[config.mk]
export PLATFORM = sky130hd
export DESIGN_NAME = jts16_scr_rom_slot_flat
export DESIGN_NICKNAME = d
export VERILOG_FILES = /design/src/rtl/jts16_scr_rom_slot_pkg.sv /design/src/rtl/jts16_scr_rom_slot_if.sv /design/src/rtl/jts16_scr_rom_slot_port.sv /design/src/rtl/jts16_scr_rom_slot.sv /design/src/flat_wrapper.sv
export SDC_FILE = /design/constraint.sdc
export NUM_CORES = 1
export LEC_CHECK = 0
export BUFFER_PORTS_ARGS = -buffer_cell sky130_fd_sc_hd__buf_2
export CAP_MARGIN = 25
export CORE_ASPECT_RATIO = 0.5
export CORE_MARGIN = 5
export CORE_UTILIZATION = 40
export CTS_CLUSTER_SIZE = 10
export DETAILED_ROUTE_END_ITERATION = 8
export PLACE_DENSITY = 0.72
export SLEW_MARGIN = 20
export SYNTH_ARGS = -nofsm -noshare
export SYNTH_HDL_FRONTEND = slang
export SYNTH_HIERARCHICAL = 1
export SYNTH_SLANG_ARGS = --single-unit
[constraint.sdc]
create_clock -name clk -period 6.7 [get_ports clk]
set_input_delay 0.335 -clock clk [delete_from_list [all_inputs] [get_ports clk]]
set_output_delay 0.335 -clock clk [all_outputs]
set_load 0.01 [all_outputs]
[src/rtl/jts16_scr_rom_slot_pkg.sv]
// Shared types and constants for the scroll-layer ROM slot.
// The watchdog timeout constant is only used when JTS16_SLOT_TIMEOUT_EN is defined.
package jts16_slot_pkg;

  localparam int         SDRAM_AW = 22;
  localparam logic [7:0] SLOT_TMO = 8'hff;

  typedef enum logic [1:0] {
    IDLE,
    WAIT_ACK,
    WAIT_RDY
  } slot_st_t;

  typedef enum logic {
    PORT_MAP,
    PORT_SCR
  } slot_port_t;

endpackage

[src/rtl/jts16_scr_rom_slot_if.sv]
// Bus bundle between the scroll layer, the ROM slot and the SDRAM controller.
// The slot uses the slave modport; the master modport drives it.
interface jts16_scr_rom_slot_if;
  import jts16_slot_pkg::*;

  logic [14:0]         map_addr;
  logic                map_ok;
  logic [15:0]         map_data;
  logic [16:0]         scr_addr;
  logic                scr_ok;
  logic [31:0]         scr_data;
  logic                sdram_req;
  logic [SDRAM_AW-1:0] sdram_addr;
  logic                sdram_ack;
  logic                sdram_rdy;
  logic [31:0]         sdram_din;

  modport slave (
    input  map_addr, scr_addr, sdram_ack, sdram_rdy, sdram_din,
    output map_ok, map_data, scr_ok, scr_data, sdram_req, sdram_addr
  );

  modport master (
    output map_addr, scr_addr, sdram_ack, sdram_rdy, sdram_din,
    input  map_ok, map_data, scr_ok, scr_data, sdram_req, sdram_addr
  );

endinterface

[src/rtl/jts16_scr_rom_slot_port.sv]
// One client port latch: fetched address, 32-bit data and valid bit.
// ok is a combinational compare so it drops in the same cycle the address moves.
module jts16_slot_port
  import jts16_slot_pkg::*;
#(
  parameter int AW = 14
) (
  input  logic          clk,
  input  logic          rst,
  input  logic [AW-1:0] i_addr,
  input  logic          i_load,
  input  logic [AW-1:0] i_fa,
  input  logic [31:0]   i_din,
  output logic          o_ok,
  output logic [31:0]   o_fd
);

  logic [AW-1:0] r_fa;
  logic [31:0]   r_fd;
  logic          r_valid;

  always_ff @(posedge clk) begin
    if (rst) begin
      r_fa    <= '0;
      r_fd    <= '0;
      r_valid <= 1'b0;
    end else if (i_load) begin
      r_fa    <= i_fa;
      r_fd    <= i_din;
      r_valid <= 1'b1;
    end
  end

  assign o_ok = r_valid && (i_addr == r_fa);
  assign o_fd = r_fd;

endmodule

[src/rtl/jts16_scr_rom_slot.sv]
// Serves the scroll layer's map and pattern ROM ports from SDRAM with a round-robin arbiter.
// Optional JTS16_SLOT_TIMEOUT_EN adds a WAIT_RDY watchdog that aborts stuck reads.
module jts16_scr_rom_slot
  import jts16_slot_pkg::*;
#(
  parameter logic [SDRAM_AW-1:0] MAP_OFFSET = 22'h0,
  parameter logic [SDRAM_AW-1:0] SCR_OFFSET = 22'h0
) (
  input logic                  clk,
  input logic                  rst,
  jts16_scr_rom_slot_if.slave  bus
);

  slot_st_t            r_state, w_nextState;
  slot_port_t          r_sel, w_issuePort;
  logic [SDRAM_AW-1:0] r_addr;
  logic [15:0]         r_fa;

  logic                w_issue, w_done, w_tmoHit;
  logic                w_mapLoad, w_scrLoad;
  logic                w_mapOk, w_scrOk, w_mapPend, w_scrPend;
  logic [31:0]         w_mapFd, w_scrFd;
  logic [SDRAM_AW-1:0] w_mapSdAddr, w_scrSdAddr;
  logic                w_unused;

  assign w_mapSdAddr = MAP_OFFSET + {7'd0, bus.map_addr[14:1], 1'b0};
  assign w_scrSdAddr = SCR_OFFSET + {5'd0, bus.scr_addr[16:1], 1'b0};
  assign w_unused    = bus.scr_addr[0];

  assign w_done    = bus.sdram_rdy &&
                     ((r_state == WAIT_RDY) || ((r_state == WAIT_ACK) && bus.sdram_ack));
  assign w_mapLoad = w_done && (r_sel == PORT_MAP);
  assign w_scrLoad = w_done && (r_sel == PORT_SCR);

  jts16_slot_port #(.AW(14)) u_map (
    .clk    (clk),
    .rst    (rst),
    .i_addr (bus.map_addr[14:1]),
    .i_load (w_mapLoad),
    .i_fa   (r_fa[13:0]),
    .i_din  (bus.sdram_din),
    .o_ok   (w_mapOk),
    .o_fd   (w_mapFd)
  );

  jts16_slot_port #(.AW(16)) u_scr (
    .clk    (clk),
    .rst    (rst),
    .i_addr (bus.scr_addr[16:1]),
    .i_load (w_scrLoad),
    .i_fa   (r_fa),
    .i_din  (bus.sdram_din),
    .o_ok   (w_scrOk),
    .o_fd   (w_scrFd)
  );

  // On the completing cycle, look ahead at the port being filled so the next grant can chain at once
  assign w_mapPend = w_mapLoad ? (bus.map_addr[14:1] != r_fa[13:0]) : !w_mapOk;
  assign w_scrPend = w_scrLoad ? (bus.scr_addr[16:1] != r_fa)       : !w_scrOk;

  // r_sel doubles as the last-served port for round-robin
  always_comb begin
    w_issuePort = PORT_MAP;
    if (w_mapPend && w_scrPend)
      w_issuePort = (r_sel == PORT_MAP) ? PORT_SCR : PORT_MAP;
    else if (w_scrPend)
      w_issuePort = PORT_SCR;
  end

`ifdef JTS16_SLOT_TIMEOUT_EN
  logic [7:0] r_tmo;

  always_ff @(posedge clk) begin
    if (rst)
      r_tmo <= 8'd0;
    else if ((r_state == WAIT_RDY) && (w_nextState == WAIT_RDY))
      r_tmo <= r_tmo + 8'd1;
    else
      r_tmo <= 8'd0;
  end

  assign w_tmoHit = (r_state == WAIT_RDY) && (r_tmo == SLOT_TMO - 8'd1);
`else
  assign w_tmoHit = 1'b0;
`endif

  always_ff @(posedge clk) begin
    if (rst) begin
      r_state <= IDLE;
      r_sel   <= PORT_MAP;
      r_addr  <= '0;
      r_fa    <= '0;
    end else begin
      r_state <= w_nextState;
      if (w_issue) begin
        r_sel <= w_issuePort;
        if (w_issuePort == PORT_MAP) begin
          r_addr <= w_mapSdAddr;
          r_fa   <= {2'b00, bus.map_addr[14:1]};
        end else begin
          r_addr <= w_scrSdAddr;
          r_fa   <= bus.scr_addr[16:1];
        end
      end
    end
  end

  always_comb begin
    w_nextState = r_state;
    w_issue     = 1'b0;
    unique case (r_state)
      IDLE:     ;
      WAIT_ACK: if (bus.sdram_ack && !bus.sdram_rdy) w_nextState = WAIT_RDY;
      WAIT_RDY: if (w_tmoHit && !bus.sdram_rdy)      w_nextState = IDLE;
      default:  w_nextState = IDLE;
    endcase
    if ((r_state == IDLE) || w_done) begin
      w_issue     = w_mapPend || w_scrPend;
      w_nextState = (w_mapPend || w_scrPend) ? WAIT_ACK : IDLE;
    end
  end

  always_comb begin
    bus.sdram_req  = (r_state == WAIT_ACK);
    bus.sdram_addr = r_addr;
    bus.map_ok     = w_mapOk;
    bus.map_data   = bus.map_addr[0] ? w_mapFd[31:16] : w_mapFd[15:0];
    bus.scr_ok     = w_scrOk;
    bus.scr_data   = w_scrFd;
  end

endmodule

[src/flat_wrapper.sv]
// flat-port wrapper written by rule: the top's interface ports become plain ports
module jts16_scr_rom_slot_flat import jts16_slot_pkg::*;
#(
  parameter logic [SDRAM_AW-1:0] MAP_OFFSET = 22'h0,
  parameter logic [SDRAM_AW-1:0] SCR_OFFSET = 22'h0
)
  (clk, rst, bus_map_addr, bus_scr_addr, bus_sdram_ack, bus_sdram_rdy, bus_sdram_din, bus_map_ok, bus_map_data, bus_scr_ok, bus_scr_data, bus_sdram_req, bus_sdram_addr);
  jts16_scr_rom_slot_if bus_i ();
  input logic clk;
  input logic rst;
  input wire logic [$bits(bus_i.map_addr)-1:0] bus_map_addr;
  input wire logic [$bits(bus_i.scr_addr)-1:0] bus_scr_addr;
  input wire logic [$bits(bus_i.sdram_ack)-1:0] bus_sdram_ack;
  input wire logic [$bits(bus_i.sdram_rdy)-1:0] bus_sdram_rdy;
  input wire logic [$bits(bus_i.sdram_din)-1:0] bus_sdram_din;
  output wire logic [$bits(bus_i.map_ok)-1:0] bus_map_ok;
  output wire logic [$bits(bus_i.map_data)-1:0] bus_map_data;
  output wire logic [$bits(bus_i.scr_ok)-1:0] bus_scr_ok;
  output wire logic [$bits(bus_i.scr_data)-1:0] bus_scr_data;
  output wire logic [$bits(bus_i.sdram_req)-1:0] bus_sdram_req;
  output wire logic [$bits(bus_i.sdram_addr)-1:0] bus_sdram_addr;
  assign bus_i.map_addr = bus_map_addr;
  assign bus_i.scr_addr = bus_scr_addr;
  assign bus_i.sdram_ack = bus_sdram_ack;
  assign bus_i.sdram_rdy = bus_sdram_rdy;
  assign bus_i.sdram_din = bus_sdram_din;
  assign bus_map_ok = bus_i.map_ok;
  assign bus_map_data = bus_i.map_data;
  assign bus_scr_ok = bus_i.scr_ok;
  assign bus_scr_data = bus_i.scr_data;
  assign bus_sdram_req = bus_i.sdram_req;
  assign bus_sdram_addr = bus_i.sdram_addr;
  jts16_scr_rom_slot #(.MAP_OFFSET(MAP_OFFSET), .SCR_OFFSET(SCR_OFFSET)) u_core (.clk(clk), .rst(rst), .bus(bus_i));
endmodule
==> results of run 1 <==
[path summary, 6_finish.rpt]
kind                                 start                   end  slack (ns)  cells after the start
setup / recovery  u_core/bus.sdram_addr[1]     u_core/r_state[0]        3.67                      6
hold / removal               bus_sdram_rdy     u_core/r_state[1]        0.15                      2
setup reg to reg  u_core/bus.sdram_addr[1]     u_core/r_state[0]        3.67                      6
hold reg to reg       u_core/u_scr/r_valid  u_core/u_scr/r_valid        0.47                      2
[per-stage QoR]
step / cell area [um2] / cells
2_1_floorplan: 5263 / 526
3_3_place_gp: 5939 / 797
3_5_place_dp: 5939 / 797
4_1_cts: 6545 / 829
5_1_grt: 6545 / 829
6_report: 6545 / 829
[worst max-delay path, cell delays in order (launching register included)]
cell and delay, ns:
dfxtp_1 0.37, xnor2_1 0.30, nand4_1 0.22, or4_1 0.52, o311a_1 0.64, or2_1 0.59
o21a_1 0.28
[cells in the final DEF, fill, tap and decap left out, types with 3 or more instances in the layout]
cell        synthesis  routed
a21oi_1            17      17
buf_2               8     133
buf_4               9       5
bufinv_16           0       3
clkbuf_1           13       3
clkbuf_16           0      17
clkbuf_8            0       3
clkinv_2            0       3
clkinvlp_4          0       3
conb_1              1       6
dfxtp_1           115     115
mux2_2             16      16
mux2i_1           108     108
nand2_1             5       5
nand4_1            12      12
nor2_1            100      99
nor4_1             10      10
o31ai_1            14      14
xnor2_1            40      40
xor2_1             20      20
[layer usage]
layer,wire (um),up-vias
met5,0,-
met4,121,0
met3,884,12
met2,6426,128
met1,5792,1943
li1,-,2039
[flip-flops by register name, summed over array words and instances, names as in the netlist]
name / flops
u_core/u_map/r_fa: 14
u_core/r_state: 2
u_core/bus.sdram_addr: 16
u_core/u_scr/r_valid: 1
u_core/u_scr/o_fd: 32
u_core/r_sel: 1
u_core/u_scr/r_fa: 16
u_core/u_map/o_fd: 32
u_core/u_map/r_valid: 1
[report_power, final]
group	internal, mW	total [mW]	switching (mW)	leakage (nW)
Sequential	0.711	0.741	0.0296	0.934
Combinational	0.0942	0.217	0.122	1.44
Clock	0.612	0.917	0.305	0.289
[cell families after synthesis]
| kind of cell | count (synthesis) |
|---|---|
| other | 1 |
| multiplexers | 124 |
| AO/OA/AOI/OAI | 40 |
| buffers and inverters | 40 |
| flip-flops | 115 |
| AND/OR/NAND/NOR | 141 |
| XOR/XNOR | 60 |
[final cells by class]
type                    count  share of cell area
clock inverters             9             0.01950
well taps                 170             0.03250
multi-input cells         371              0.4141
inverters                   3            0.001721
repair buffers            138              0.1074
clock buffers              23             0.07303
flip-flops and latches    115              0.3517
==> metrics.cfg, run 1 <==
[global_route]
busiest_layer = met2
grt_usage = 0.1669
overflow = 0
grtUsageMet1 = 0.2106
grt.met3_usage = 0.04685
antenna_found_initial = 0
use_met2 = 0.2769
grt_max_degree = 63
grt_pass1_wl_um = 21000
first_global_vias = 4156

[logic_synthesis]
synth_most_common_cell = dfxtp_1
synth_common_cells = dfxtp_1 (115), mux2i_1 (108), nor2_1 (100)
synth.distinct_cells = 34
ys_seq_area_frac = 0.4390
avgSynthCellArea_um2 = 10.06
synth_top_area_frac = 0.4390
syn_inst = 521
synth-compound-area-share = 0.04939
synth_area_leaders = dfxtp_1 (44%), mux2i_1 (21%), nor2_1 (7.2%), xnor2_1 (6.7%), mux2_2 (3.4%)
yosysTopAreaCell = dfxtp_1
synth.area.mux_share = 0.2405
syn_area_um2 = 5244
synth_top_family_by_area = multiplexers
synth-warning-count = 6
yosys.area_share.simple = 0.1210
synth_edf_count = 0
ys_ff_latch = 115
async_flop_share = 0
synthAdderAreaFrac = 0
ys.flop_type = dfxtp_1
synth_xor_area_frac = 0.1002

[detailed_routing]
drtIter0Drc = 206
drt-wirelength-per-cell_um = 15.95
drc = 0
num_vias = 4122
via_per_inst = 4.972
ant_nets = 0
drtPass1Iterations = 4
finalWirelength_um = 13220

[die]
io_pins = 141
rows = 29
fp.dieW_um = 171.9
die_area_um2 = 15640
coreArea_um2 = 12740
die_h_um = 90.96
initial_utilization = 0.4117

[timing]
tightestPinTransition_ns = 0.9128
max_freq_ghz = 0.3301
finalWorstSetupSlack_ns = 3.670
setup_viol = 0
finClkSkew_ns = 0.01065
slew_headroom = 0.3888
finalHoldViolations = 0
drv_slew = 0
period_needed_ns = 3.030
grt_setup_unrepaired = false
finalCritPeriodShare = 0.4522
holdWs_ns = 0.1507
fin_tns_setup_ns = 0

[clock_network]
cts_hold_buf = 0
clock-root-buffer = clkbuf_16
clk_pin_slew_ns = 0.05
cts_sinks = 115
numCtsBuffers = 17
cts_tree = yes
post_cts_buffers = 0
htreeDepth = 4
cts_buffer_depth = 2
cts.repair.resized = 0
worst_skew_pair.late_latency_ns = 0.40

[placement]
place_ws_ns = 3.674
hpwlAfterDp_um = 9201
portBuffers = 133
gp_congestion = 0.9228

[critical_path]
startpoint_type = flip-flop
worst-setup-path-type = reg2reg
critPathRequiredTime_ns = 6.99
crit_path_end_kind = flip-flop
arrival_ns = 3.32
worstPathMaxFanout = 18

[worst_hold_path]
hold_path_class = in2reg

[layout]
diodes = 0
final_core_util = 0.5139
drive_gt1_frac = 0.2853
multi_input_area_um2 = 2710
seq_area_um2 = 2302
nFillCells = 1186
syn_to_final_growth_pct = 24.82
nNetsFinal = 714

[outcome]
outcome = complete, no violations

[power]
pwr_density_cell_nw_per_um2 = 286.4
p_leak_nw = 2.659
ir_drop_v = 0.0001496
total_power_mw = 1.874

[flow_run]
maxCapViolCount = 0

Power figures use the tool's default switching activity.
==> inputs of run 2 (changes only) <==
clock period = 2.83 ns   (was 6.7 ns; I/O delays follow)
==> metrics.cfg, run 2 (same netlist as run 1, synthesis figures left out) <==
[outcome]
outcome = complete, no violations

[power]
switchingPower_mw = 1.103  ; +140%
p_leak_nw = 2.857  ; +7.4%
netSwitchingFraction = 0.2367  ; -0.006909
power_frac_seq = 0.376  ; -0.019
p_clk_frac = 0.502  ; +0.013
p_int_mw = 3.558  ; +150%
combPwrFrac = 0.122  ; +0.006
pwr_density_cell_nw_per_um2 = 669.1  ; +130%
ir_drop_v = 0.0003788  ; +150%

[die]
fp.dieW_um = 171.9  ; unchanged
io_pins = 141  ; unchanged
die_area_um2 = 15640  ; unchanged
initial_utilization = 0.4117  ; unchanged
die_h_um = 90.96  ; unchanged
coreArea_um2 = 12740  ; unchanged
rows = 29  ; unchanged

[timing]
period_needed_ns = 2.446  ; -0.5836 ns
slew_headroom = 0.5708  ; +0.1820
finalCritPeriodShare = 0.8644  ; +0.4122
finalHoldViolations = 0  ; unchanged
grt_setup_unrepaired = false
finClkSkew_ns = 0.01143  ; +0.0007787 ns
fin_tns_setup_ns = 0  ; unchanged
tightestPinTransition_ns = 0.6371  ; -0.2757 ns
drv_slew = 0  ; unchanged
setup_viol = 0  ; unchanged
max_freq_ghz = 0.4088  ; +24%

[detailed_routing]
drc = 0  ; unchanged
drt-wirelength-per-cell_um = 16.20  ; +1.6%
num_vias = 4288  ; +4.0%
drtIter0Drc = 255  ; +24%
finalWirelength_um = 14050  ; +6.2%
drtPass1Iterations = 5  ; +1
ant_nets = 0  ; unchanged
via_per_inst = 4.946  ; -0.53%

[flow_run]
maxCapViolCount = 0  ; unchanged

[critical_path]
arrival_ns = 2.77  ; -0.55 ns
worstPathMaxFanout = 17  ; -1
startpoint_type = flip-flop
worst-setup-path-type = reg2reg
crit_path_end_kind = flip-flop
critPathRequiredTime_ns = 3.15  ; -3.84 ns

[global_route]
first_global_vias = 4502  ; +8.3%
grt_pass1_wl_um = 22870  ; +8.9%
grt_max_degree = 59  ; -6.3%
overflow = 0  ; unchanged
grt_usage = 0.1815  ; +0.01463
antenna_found_initial = 0  ; unchanged

[layout]
diodes = 0  ; unchanged
layout_commonest_cell = buf_2
nNetsFinal = 752  ; +5.3%
final_core_util = 0.5470  ; +0.03311
layout_common_cells = buf_2 (133), dfxtp_1 (115), mux2i_1 (108)
drive_gt1_frac = 0.2855  ; about the same
syn_to_final_growth_pct = 32.86

[clock_network]
numCtsBuffers = 17  ; unchanged
cts_buffer_depth = 2  ; unchanged
htreeDepth = 4  ; unchanged
clock-root-buffer = clkbuf_16
clk_pin_slew_ns = 0.06  ; about the same
cts_tree = yes
cts_sinks = 115  ; unchanged
worst_skew_pair.late_latency_ns = 0.41  ; about the same

[placement]
hpwlAfterDp_um = 9700  ; +5.4%
gp_congestion = 0.8796  ; -4.7%
portBuffers = 133  ; unchanged

[worst_hold_path]
hold_path_class = in2reg

-- run 2: layer usage --
layer / routed length (um) / global-route usage / up-vias
li1: - / - / 2118
met1: 6000 / 0.2271 / 2024
met2: 6950 / 0.3029 / 127
met3: 844 / 0.03861 / 19
met4: 250 / 0.07914 / 0
met5: 0 / 0 / -
-- run 2: metrics by stage --
| step | cell area (um2) | hold slack (ns) | setup WS [ns] | cells | total power [mW] |
|---|---|---|---|---|---|
| after detailed placement | 6020 | 0.3599 | 0.4838 | 806 | 2.315 |
| final | 6967 | 0.001080 | 0.3839 | 867 | 4.661 |
| after global routing | 6967 | 0.02632 | 0.2916 | 867 | 4.841 |
| after global placement | 6020 | 0.3562 | 0.4977 | 806 | 2.305 |
| after CTS | 6967 | 0.0003790 | 0.4204 | 867 | 4.695 |
| after floorplan | 5263 | 0.2106 | 0.5159 | 526 | 2.115 |
-- run 2: power groups by stage --
stage / clock [mW] / sequential, mW / combinational (mW)
after global placement: 0 / 1.78 / 0.527
final: 2.34 / 1.75 / 0.569
after detailed placement: 0 / 1.78 / 0.531
after CTS: 2.38 / 1.75 / 0.569
after floorplan: 0 / 1.78 / 0.331
after global routing: 2.46 / 1.76 / 0.620
-- run 2: worst paths after layout --
path,start,end,slack [ns],depth (start not counted)
hold reg to reg,u_core/u_map/r_valid,u_core/u_map/r_valid,0.47,2
hold / removal,bus_sdram_din[21],u_core/u_scr/o_fd[21],0.001,3
setup / recovery,u_core/bus.sdram_addr[11],u_core/bus.sdram_addr[16],0.38,7
setup reg to reg,u_core/bus.sdram_addr[11],u_core/bus.sdram_addr[16],0.38,7
-- run 2: what timing repair did --
item                      in CTS  in global routing
hold endpoints to repair      49                  0
setup buffers                  0                  0
hold buffers                  29                  0
gates resized for setup        0                  0
-- run 2: final cells by class --
class	count	area (um2)
Clock buffer	24	511.7
Inverter	3	11.26
Tap cell	170	212.7
Multi-Input combinational cell	371	2710
Sequential cell	115	2302
Fill cell	1105	5769
Clock inverter	8	145.1
Timing Repair Buffer	176	1074
-- run 2: worst max-delay path: stages (launching register included) --
cell,delay [ns]
dfxtp_1,0.37
xnor2_1,0.27
nand4_1,0.13
or4_1,0.49
o311a_1,0.37
buf_4,0.21
or3b_1,0.38
a21oi_1,0.14
==> inputs of run 3 (changes only) <==
BUFFER_PORTS_ARGS = unset   (was -buffer_cell sky130_fd_sc_hd__buf_2)
DONT_BUFFER_PORTS = 1   (was unset)
PLACE_DENSITY = 0.62   (was 0.72)
==> metrics.cfg, run 3 (same netlist as run 1, synthesis figures left out) <==
[outcome]
outcome = complete, no violations

[clock_network]
worst_skew_pair.late_latency_ns = 0.40  ; about the same
cts_tree = yes
clk_pin_slew_ns = 0.06  ; about the same
clock-root-buffer = clkbuf_16
cts_sinks = 115  ; unchanged
numCtsBuffers = 17  ; unchanged
htreeDepth = 4  ; unchanged
cts_buffer_depth = 2  ; unchanged

[layout]
layout_commonest_cell = dfxtp_1
syn_to_final_growth_pct = 27.87
layout_common_cells = dfxtp_1 (115), mux2i_1 (108), nor2_1 (99)
diodes = 0  ; unchanged
nFillCells = 1133  ; +2.5%
multi_input_area_um2 = 2719  ; +0.32%
nNetsFinal = 657  ; -13%
drive_gt1_frac = 0.1130  ; -0.1726
seq_area_um2 = 2302  ; unchanged

[global_route]
antenna_found_initial = 0  ; unchanged
grt.met3_usage = 0.05249  ; +0.01388
use_met2 = 0.2899  ; -0.01299
first_global_vias = 3979  ; -12%
busiest_layer = met2
grtUsageMet1 = 0.2323  ; +0.005145
grt_pass1_wl_um = 22220  ; -2.8%
grt_usage = 0.1814  ; about the same
overflow = 0  ; unchanged
grt_max_degree = 101  ; +71%

[timing]
tightestPinTransition_ns = 0.6559  ; +0.01882 ns
holdWs_ns = 0.1400  ; +0.1389 ns
finalCritPeriodShare = 0.9557  ; +0.09134
period_needed_ns = 2.705  ; +0.2585 ns
setup_viol = 0  ; unchanged
drv_slew = 0  ; unchanged
finClkSkew_ns = 0.01073  ; -0.0006963 ns
max_freq_ghz = 0.3697  ; -9.6%
slew_headroom = 0.5617  ; -0.009093
finalHoldViolations = 0  ; unchanged

[power]
total_power_mw = 4.568  ; -2.0%
p_leak_nw = 2.420  ; -15%
power_frac_seq = 0.387  ; +0.011
p_clk_frac = 0.502  ; about the same
netSwitchingFraction = 0.2516  ; +0.01484
switchingPower_mw = 1.149  ; +4.1%
p_int_mw = 3.419  ; -3.9%
combPwrFrac = 0.110  ; -0.012
pwr_density_cell_nw_per_um2 = 681.3  ; +1.8%
ir_drop_v = 0.0003589  ; -5.2%

[placement]
hpwlAfterDp_um = 9318  ; -3.9%
portBuffers = 0  ; -100%
gp_congestion = 0.8470  ; -3.7%

[die]
die_area_um2 = 15640  ; unchanged
fp.dieW_um = 171.9  ; unchanged
rows = 29  ; unchanged
io_pins = 141  ; unchanged
coreArea_um2 = 12740  ; unchanged
initial_utilization = 0.4117  ; unchanged
die_h_um = 90.96  ; unchanged

[critical_path]
startpoint_type = flip-flop
crit_path_end_kind = flip-flop
critPathRequiredTime_ns = 3.12  ; -0.03 ns
arrival_ns = 2.99  ; +0.22 ns
regToRegSetupSlack_ns = 0.13  ; -0.26 ns
worstPathMaxFanout = 5  ; -12
worst-setup-path-type = reg2reg

[detailed_routing]
drc = 0  ; unchanged
num_vias = 3990  ; -6.9%
drt-wirelength-per-cell_um = 18.42  ; +14%
drtIter0Drc = 240  ; -5.9%
finalWirelength_um = 14220  ; +1.3%
ant_nets = 0  ; unchanged
via_per_inst = 5.168  ; +4.5%
drtPass1Iterations = 5  ; unchanged

[flow_run]
maxCapViolCount = 0  ; unchanged

[worst_hold_path]
hold_path_class = in2reg

run 3: final cells by class:
cell class | count | area share
Timing Repair Buffer | 81 | 0.1235
Multi-Input combinational cell | 371 | 0.4055
Tap cell | 170 | 0.03172
Sequential cell | 115 | 0.3433
Clock inverter | 14 | 0.03023
Clock buffer | 18 | 0.06400
Inverter | 3 | 0.001679
run 3: final timing paths:
kind,startpoint,endpoint,cells past startpoint
min reg2reg,u_core/u_scr/r_valid,u_core/u_scr/r_valid,2
max,u_core/u_map/r_fa[7],u_core/bus.sdram_addr[8],10
max reg2reg,u_core/u_map/r_fa[7],u_core/bus.sdram_addr[8],10
min,rst,u_core/u_map/o_fd[18],2
run 3: power by group through the flow:
stage	Clock [mW]	Sequential (mW)	Combinational (mW)
2_1_floorplan	0	1.78	0.331
6_report	2.29	1.77	0.504
4_1_cts	2.33	1.77	0.496
3_5_place_dp	0	1.80	0.381
5_1_grt	2.42	1.78	0.545
3_3_place_gp	0	1.80	0.377
run 3: timing repair:
action,in CTS,in global routing
setup buffers,0,2
endpoints found under the setup margin,0,3
endpoints found under the hold margin,115,0
gates resized for setup,0,1
hold buffers,66,0
run 3: worst max-delay path, stage by stage (launching register included):
cell	delay [ns]
dfxtp_1	0.32
xnor2_1	0.27
nand4_1	0.24
nor4_1	0.29
buf_4	0.20
nand2b_1	0.19
o211ai_1	0.11
buf_4	0.19
mux2i_1	0.14
dlygate4sd3_1	0.57
a21oi_1	0.06
run 3: stage by stage:
step	util	std cells	cell area [um2]	worst slack (ns)	TNS, ns
global route	0.5265	772	6705	-0.009076	-0.009076
global placement	0.4218	672	5371	0.2928	0
floorplan	-	526	5263	0.5159	0
detailed placement	0.4218	672	5371	0.2633	0
CTS	0.5246	770	6681	0.04725	0
finish	0.5265	772	6705	0.1254	0
run 3: metal layers:
metal / wire length, um / part of all wire / vias up
met5: 0 / 0 / -
met4: 255 / 0.018 / 0
met3: 919 / 0.065 / 17
met2: 6726 / 0.47 / 124
met1: 6323 / 0.44 / 1917
li1: - / - / 1932
